$ cat src/rtl/rally_physics_core.sv
// ---------------------------------------------------------------------------
// rally_physics_core
//   Fixed-point ball integrator and rally/score sequencer for the two-player
//   volley game. On each frame tick (en) the ball is advanced, contacts with
//   floor, net, walls and ceiling are resolved, hit commands are applied, and
//   the IDLE -> SERVE -> PLAY -> MATCH_END sequence keeps score.
//
//   Optional feature: define FRICTION_EN to bleed |vx| by FRICTION per tick
//   while |vx| > FRIC_SPEED (PLAY only). Default build has no friction.
//
// Ports
//   clk, rst            clock, synchronous active-high reset
//   en                  frame tick, 1-cycle pulse
//   start               start a new match (sampled on en)
//   hit_valid/vx/vy     hit command from hitbox logic (signed, scaled)
//   hit_ack             pulse: hit command consumed on this tick
//   ball_pos_x/y        ball position in whole pixels
//   ball_vx/vy          ball velocity, scaled
//   state               0 IDLE, 1 SERVE, 2 PLAY, 3 MATCH_END
//   score_p1/p2         points per player
//   point_valid         pulse when a point is scored
//   point_winner        0 = P1, 1 = P2; held until the next point
//   valid               pulse the cycle after every processed tick
// ---------------------------------------------------------------------------
module rally_physics_core #(
  parameter int FRAC       = 6,
  parameter int W          = 20,
  parameter int SCREEN_W   = 640,
  parameter int FLOOR_Y    = 480,
  parameter int BALL_SIZE  = 80,
  parameter int NET_X      = 320,
  parameter int NET_HW     = 3,
  parameter int NET_H      = 180,
  parameter int GRAVITY    = 25,
  parameter int VMAX       = 1000,
  parameter int SERVE_XL   = 120,
  parameter int SERVE_XR   = 440,
  parameter int SERVE_Y    = 50,
  parameter int SERVE_HOLD = 60,
  parameter int WIN_SCORE  = 7,
  parameter int FRICTION   = 3,
  parameter int FRIC_SPEED = 400
) (
  input  logic                clk,
  input  logic                rst,
  input  logic                en,
  input  logic                start,
  input  logic                hit_valid,
  input  logic signed [W-1:0] hit_vx,
  input  logic signed [W-1:0] hit_vy,
  output logic                hit_ack,
  output logic [9:0]          ball_pos_x,
  output logic [9:0]          ball_pos_y,
  output logic signed [W-1:0] ball_vx,
  output logic signed [W-1:0] ball_vy,
  output logic [1:0]          state,
  output logic [3:0]          score_p1,
  output logic [3:0]          score_p2,
  output logic                point_valid,
  output logic                point_winner,
  output logic                valid
);

`ifdef FRICTION_EN
  localparam bit FRIC_ON = 1'b1;
`else
  localparam bit FRIC_ON = 1'b0;
`endif

  typedef enum logic [1:0] {S_IDLE = 2'd0, S_SERVE = 2'd1, S_PLAY = 2'd2, S_MATCH_END = 2'd3} state_t;

  localparam int HOLD_W = $clog2(SERVE_HOLD + 1);

  // Geometry in scaled units (pixels << FRAC)
  localparam logic signed [W-1:0] FLOOR_LIM = W'((FLOOR_Y - BALL_SIZE) << FRAC);
  localparam logic signed [W-1:0] NET_L     = W'((NET_X - NET_HW) << FRAC);
  localparam logic signed [W-1:0] NET_R     = W'((NET_X + NET_HW) << FRAC);
  localparam logic signed [W-1:0] NET_TOP   = W'((FLOOR_Y - NET_H) << FRAC);
  localparam logic signed [W-1:0] NET_C     = W'(NET_X << FRAC);
  localparam logic signed [W-1:0] BALL_S    = W'(BALL_SIZE << FRAC);
  localparam logic signed [W-1:0] HALF_S    = W'((BALL_SIZE / 2) << FRAC);
  localparam logic signed [W-1:0] RWALL     = W'((SCREEN_W - BALL_SIZE) << FRAC);
  localparam logic signed [W-1:0] ONE_PX    = W'(1 << FRAC);
  localparam logic signed [W-1:0] XL_S      = W'(SERVE_XL << FRAC);
  localparam logic signed [W-1:0] XR_S      = W'(SERVE_XR << FRAC);
  localparam logic signed [W-1:0] Y_S       = W'(SERVE_Y << FRAC);
  localparam logic signed [W-1:0] VMAX_S    = W'(VMAX);
  localparam logic signed [W-1:0] FRIC_SPD  = W'(FRIC_SPEED);
  localparam logic signed [W-1:0] FRIC_DEC  = W'(FRICTION);
  localparam logic signed [W:0]   VMAX_E    = (W+1)'(VMAX);
  localparam logic signed [W:0]   GRAV_E    = (W+1)'(GRAVITY);

  // Saturation works on one extra bit so neither a raw hit value nor vy+g wraps.
  function automatic logic signed [W-1:0] sat(input logic signed [W:0] v);
    if (v > VMAX_E)       return VMAX_S;
    else if (v < -VMAX_E) return -VMAX_S;
    else                  return v[W-1:0];
  endfunction

  function automatic logic signed [W:0] sext(input logic signed [W-1:0] v);
    return {v[W-1], v};
  endfunction

  function automatic logic signed [W-1:0] mag(input logic signed [W-1:0] v);
    return (v < 0) ? -v : v;
  endfunction

  state_t              st;
  logic                server;       // 0 = P1 serves, 1 = P2 serves
  logic [HOLD_W-1:0]   hold;
  logic signed [W-1:0] pos_x, pos_y, vx, vy;

  // Next-tick kinematics for PLAY
  logic signed [W-1:0] nvx, nvy, npx, npy;
  logic                floor_hit, floor_winner;

  // NOTE: every signal written here gets a default first, so no path leaves a latch.
  always_comb begin
    floor_hit    = 1'b0;
    floor_winner = 1'b0;
    if (hit_valid) begin
      nvx = sat(sext(hit_vx));
      nvy = sat(sext(hit_vy));
    end else begin
      nvx = vx;
      nvy = sat(sext(vy) + GRAV_E);
    end
    if (FRIC_ON) begin
      if (nvx > FRIC_SPD)       nvx = nvx - FRIC_DEC;
      else if (nvx < -FRIC_SPD) nvx = nvx + FRIC_DEC;
    end
    // Position integrates the velocity held before this tick's update.
    npx = pos_x + vx;
    npy = pos_y + vy;

    if (npy >= FLOOR_LIM) begin
      floor_hit    = 1'b1;
      floor_winner = (npx + HALF_S < NET_C);  // landed on P1 side -> P2 scores
      npy          = FLOOR_LIM;
      nvx          = '0;
      nvy          = '0;
    end else if ((npx + BALL_S > NET_L) && (npx < NET_R) && (npy + BALL_S > NET_TOP)) begin
      if (npy + HALF_S < NET_TOP) begin
        npy = NET_TOP - BALL_S;               // resting on the net tape
        nvy = -mag(nvy);
      end else if (npx + HALF_S < NET_C) begin
        npx = NET_L - BALL_S - ONE_PX;        // knocked back to the left
        nvx = -mag(nvx);
      end else begin
        npx = NET_R + ONE_PX;                 // knocked back to the right
        nvx = mag(nvx);
      end
    end else begin
      if (npx < 0) begin
        npx = '0;
        nvx = mag(nvx);
      end else if (npx > RWALL) begin
        npx = RWALL;
        nvx = -mag(nvx);
      end
      if (npy < 0) begin
        npy = '0;
        nvy = mag(nvy);
      end
    end
  end

  // NOTE: sequential state uses non-blocking assignments so every register
  // samples the pre-edge values regardless of statement order.
  always_ff @(posedge clk) begin
    if (rst) begin
      st           <= S_IDLE;
      server       <= 1'b0;
      hold         <= '0;
      pos_x        <= XL_S;
      pos_y        <= Y_S;
      vx           <= '0;
      vy           <= '0;
      score_p1     <= '0;
      score_p2     <= '0;
      hit_ack      <= 1'b0;
      point_valid  <= 1'b0;
      point_winner <= 1'b0;
      valid        <= 1'b0;
    end else begin
      valid       <= en;
      hit_ack     <= 1'b0;
      point_valid <= 1'b0;
      if (en) begin
        unique case (st)
          S_IDLE, S_MATCH_END: begin
            if (start) begin
              st       <= S_SERVE;
              score_p1 <= '0;
              score_p2 <= '0;
              server   <= 1'b0;
              hold     <= HOLD_W'(SERVE_HOLD);
            end
          end
          S_SERVE: begin
            pos_x <= server ? XR_S : XL_S;
            pos_y <= Y_S;
            vx    <= '0;
            vy    <= '0;
            if (hold == '0) st <= S_PLAY;
            else            hold <= hold - HOLD_W'(1);
          end
          S_PLAY: begin
            hit_ack <= hit_valid;
            pos_x   <= npx;
            pos_y   <= npy;
            vx      <= nvx;
            vy      <= nvy;
            if (floor_hit) begin
              point_valid  <= 1'b1;
              point_winner <= floor_winner;
              server       <= ~floor_winner;      // loser serves next
              hold         <= HOLD_W'(SERVE_HOLD);
              st           <= S_SERVE;
              if (floor_winner) begin
                score_p2 <= score_p2 + 4'd1;
                if (score_p2 == 4'(WIN_SCORE - 1)) st <= S_MATCH_END;
              end else begin
                score_p1 <= score_p1 + 4'd1;
                if (score_p1 == 4'(WIN_SCORE - 1)) st <= S_MATCH_END;
              end
            end
          end
          default: st <= S_IDLE;
        endcase
      end
    end
  end

  assign state      = st;
  assign ball_pos_x = 10'(pos_x >>> FRAC);
  assign ball_pos_y = 10'(pos_y >>> FRAC);
  assign ball_vx    = vx;
  assign ball_vy    = vy;

endmodule

$ cat config.mk
export PLATFORM = sky130hd
export DESIGN_NAME = rally_physics_core
export DESIGN_NICKNAME = d
export VERILOG_FILES = /design/src/rtl/rally_physics_core.sv
export SDC_FILE = /design/constraint.sdc
export NUM_CORES = 1
export LEC_CHECK = 0
export CORE_UTILIZATION = 40
export CTS_CLUSTER_SIZE = 14
export DETAILED_ROUTE_END_ITERATION = 12
export PLACE_DENSITY = 0.71
export SLEW_MARGIN = 20
export SYNTH_ARGS = -nofsm -noshare
export SYNTH_HDL_FRONTEND = slang
export SYNTH_SLANG_ARGS = --single-unit
$ cat constraint.sdc
create_clock -name clk -period 16.7 [get_ports clk]
set_input_delay 3.34 -clock clk [delete_from_list [all_inputs] [get_ports clk]]
set_output_delay 3.34 -clock clk [all_outputs]
set_load 0.03 [all_outputs]
==> results.cfg <==
[placed_design]
portBuffers = 118
dp_hpwl_um = 30940
gp_congestion = 0.9511
place_area_um2 = 13140

[timing]
drv_slew = 0
tightest_slew_ns = 1.102
max_slew_margin = 0.2625
max_freq_ghz = 0.1136
rsz0062_at_grt = no
finalSetupTns_ns = 0
finClkSkew_ns = 0.01349
finalHoldViolations = 0
setup_violations = 0
finalCritPeriodShare = 0.5270
min_period_ns = 8.800

[detailed_routing]
vias = 13310
first_pass_iters = 5
ant_nets = 0
drt-vias-per-instance = 6.450
drt_iter0_drc = 1201
totalWireLength_um = 40630
post_drt_wl_per_cell_um = 19.69
drcViolationCount = 0

[grt]
busiest_layer = met2
overflow = 0
grt.total_usage = 0.2607
grt_max_degree = 60
met2_usage = 0.3981
grt_pass1_vias = 12070
grt_use_met1 = 0.3681
grt_pass1_wl_um = 64290
met3_usage = 0.04068
grt_antenna_before_repair = 0

[cts]
cts_setup_buffers = 0
ctsHoldBuffers = 0
path_clk_slew_ns = 0.08
post_cts_resized = 0
clk_path_buf_depth = 2
htree_num_levels = 3
cts_num_sinks = 101
numCtsBuffers = 9
clkLatencyLatePin_ns = 0.38
cts_tree = yes
cts_root_buffer = clkbuf_16

[synthesis]
synth_edf_count = 0
synth-seq-cells = 101
ys_top_cells_by_area = dfxtp_1 (17%), ha_1 (5.7%), nor2_1 (5.0%), nand2_1 (5.0%), a21oi_1 (4.6%)
netlist.area_leader.share = 0.1702
synth.net_count = 1739
yosysTopAreaCell = dfxtp_1
yosysWarnings = 0
ys.flop_type = dfxtp_1
ys_types = 101
synthCells = 1638
syn_area_um2 = 11880
syn_area_per_cell_um2 = 7.251
synth-async-reset-ratio = 0
ys_seq_area_frac = 0.1702

[outcome]
status = complete, no violations

[floorplan]
die_area_um2 = 30390
core_area_um2 = 28940
fp.dieH_um = 174.3
initial_core_util = 0.4105
io_pins = 119
rows = 62
die_w_um = 174.3

[layout]
synthToLayoutAreaGrowth_pct = 13.50
drive_above_1_share = 0.05602
stdcell_area_um2 = 13480
final_cell_mix = nor2_1 (158), nand2_1 (158), clkdlybuf4s50_1 (116)
fin_nets = 1774

[flow_run]
drv_cap = 0

[worst_setup_path]
path_buf_inv = 1
slowest_stage = ha_1
end_kind = flip-flop
slowest_delay_ns = 0.75
crit_path_max_fanout = 27
cp_cell_sequence = clkdlybuf4s50_1 > and4_1 > nand3_1 > a311o_1 > ha_1 > nor2_1 > and3_1 > a21oi_1 > ha_1 > o311ai_1 > a211oi_2 > mux2i_1 > o32a_1 > nor4_1 > and3_1 > nand3_1 > xor2_1 > a221oi_1 > a22o_1
critPathKind = in -> reg
cp-start-kind = input port
critPathRequiredTime_ns = 17.02
critPathTopFamily = compound AO/OA/AOI/OAI gates
cp_data_arrival_time_ns = 9.12

[pwr]
p_leak_nw = 4.993
ir_drop_mv = 0.04933
power_density_nw_per_um2 = 46.23

[worst_hold_path]
min_path_type = reg -> reg
[metal layers]
layer	vias up	wire length [µm]
met3	79	3581
li1	6312	-
met4	0	1075
met5	-	0
met2	624	17360
met1	6291	18620
[metrics by stage]
step	cells	total power, W	setup WS, ns	hold WS (ns)	util
floorplan	1638	0.0003484	8.556	0.4340	-
global placement	2046	0.0003879	7.780	0.4467	0.4543
detailed placement	2046	0.0003897	7.664	0.4521	0.4543
CTS	2062	0.0006225	8.006	0.4719	0.4657
global route	2062	0.0006472	7.296	0.5014	0.4658
finish	2063	0.0006232	7.900	0.4694	0.4659
[where the power goes]
part	switching (W)	internal [W]	total (W)
clock	0.000113	0.000122	0.000235
sequential	0.00000294	0.000243	0.000246
combinational	0.0000908	0.0000511	0.000142
[cells in the mapped netlist, types with 9 or more instances]
master      n
nor2_1    159
nand2_1   158
a21oi_1   109
dfxtp_1   101
o21ai_0    89
clkbuf_1   73
xnor2_1    59
nor3_1     58
ha_1       54
nand3_1    51
xor2_1     45
a31oi_1    33
inv_1      33
buf_4      26
and2_1     25
and3_1     25
a211oi_1   22
nor4_1     22
a21o_1     21
or3_1      21
nand4_1    20
o211ai_1   20
o31ai_1    20
a22oi_1    17
nand2b_1   17
nor2b_1    17
a221oi_1   14
a32oi_1    13
o21a_1     13
o211a_1    11
o221ai_1   11
or2_2      11
a21boi_0   10
mux2i_1    10
o21bai_1   10
o31a_1     10
a211o_1     9
and4_1      9
buf_2       9
nor4b_1     9
o21ai_1     9
[final timing paths]
kind,slack [ns],cells after the start,endpoint,from
worst min-delay path,0.47,1,pos_y[18],pos_y[18]
worst max-delay path,7.90,19,ball_vx[17],hit_vx[11]
worst min register to register,0.47,1,pos_y[18],pos_y[18]
worst max register to register,10.31,15,ball_vy[10],ball_vy[0]
[state kept, by name, indices dropped and copies added (netlist names)]
register and flops:
ball_vx 20, ball_vy 20, hit_ack 1, hold 6, point_valid 1, point_winner 1, pos_x 20, pos_y 20
score_p1 4, score_p2 4, server 1, state 2, valid 1
[logic make-up after synthesis]
logic type               synth area share
AO/OA/AOI/OAI                      0.3411
adder cells (fa/ha/maj)           0.06026
XOR/XNOR                          0.07806
flip-flops                         0.1702
multiplexers                      0.01032
AND/OR/NAND/NOR                    0.2832
buffers and inverters             0.05688
[layout make-up]
type,instances,area (µm²)
timing repair buffer,138,1321
tap,384,480.5
multi-input combinational,1390,9200
clock buffer,9,225.2
clock inverter,7,106.4
inverter,33,123.9
fill,2877,15450
antenna,1,2.502
sequential,101,2022
(Power assumes the default switching activity.)
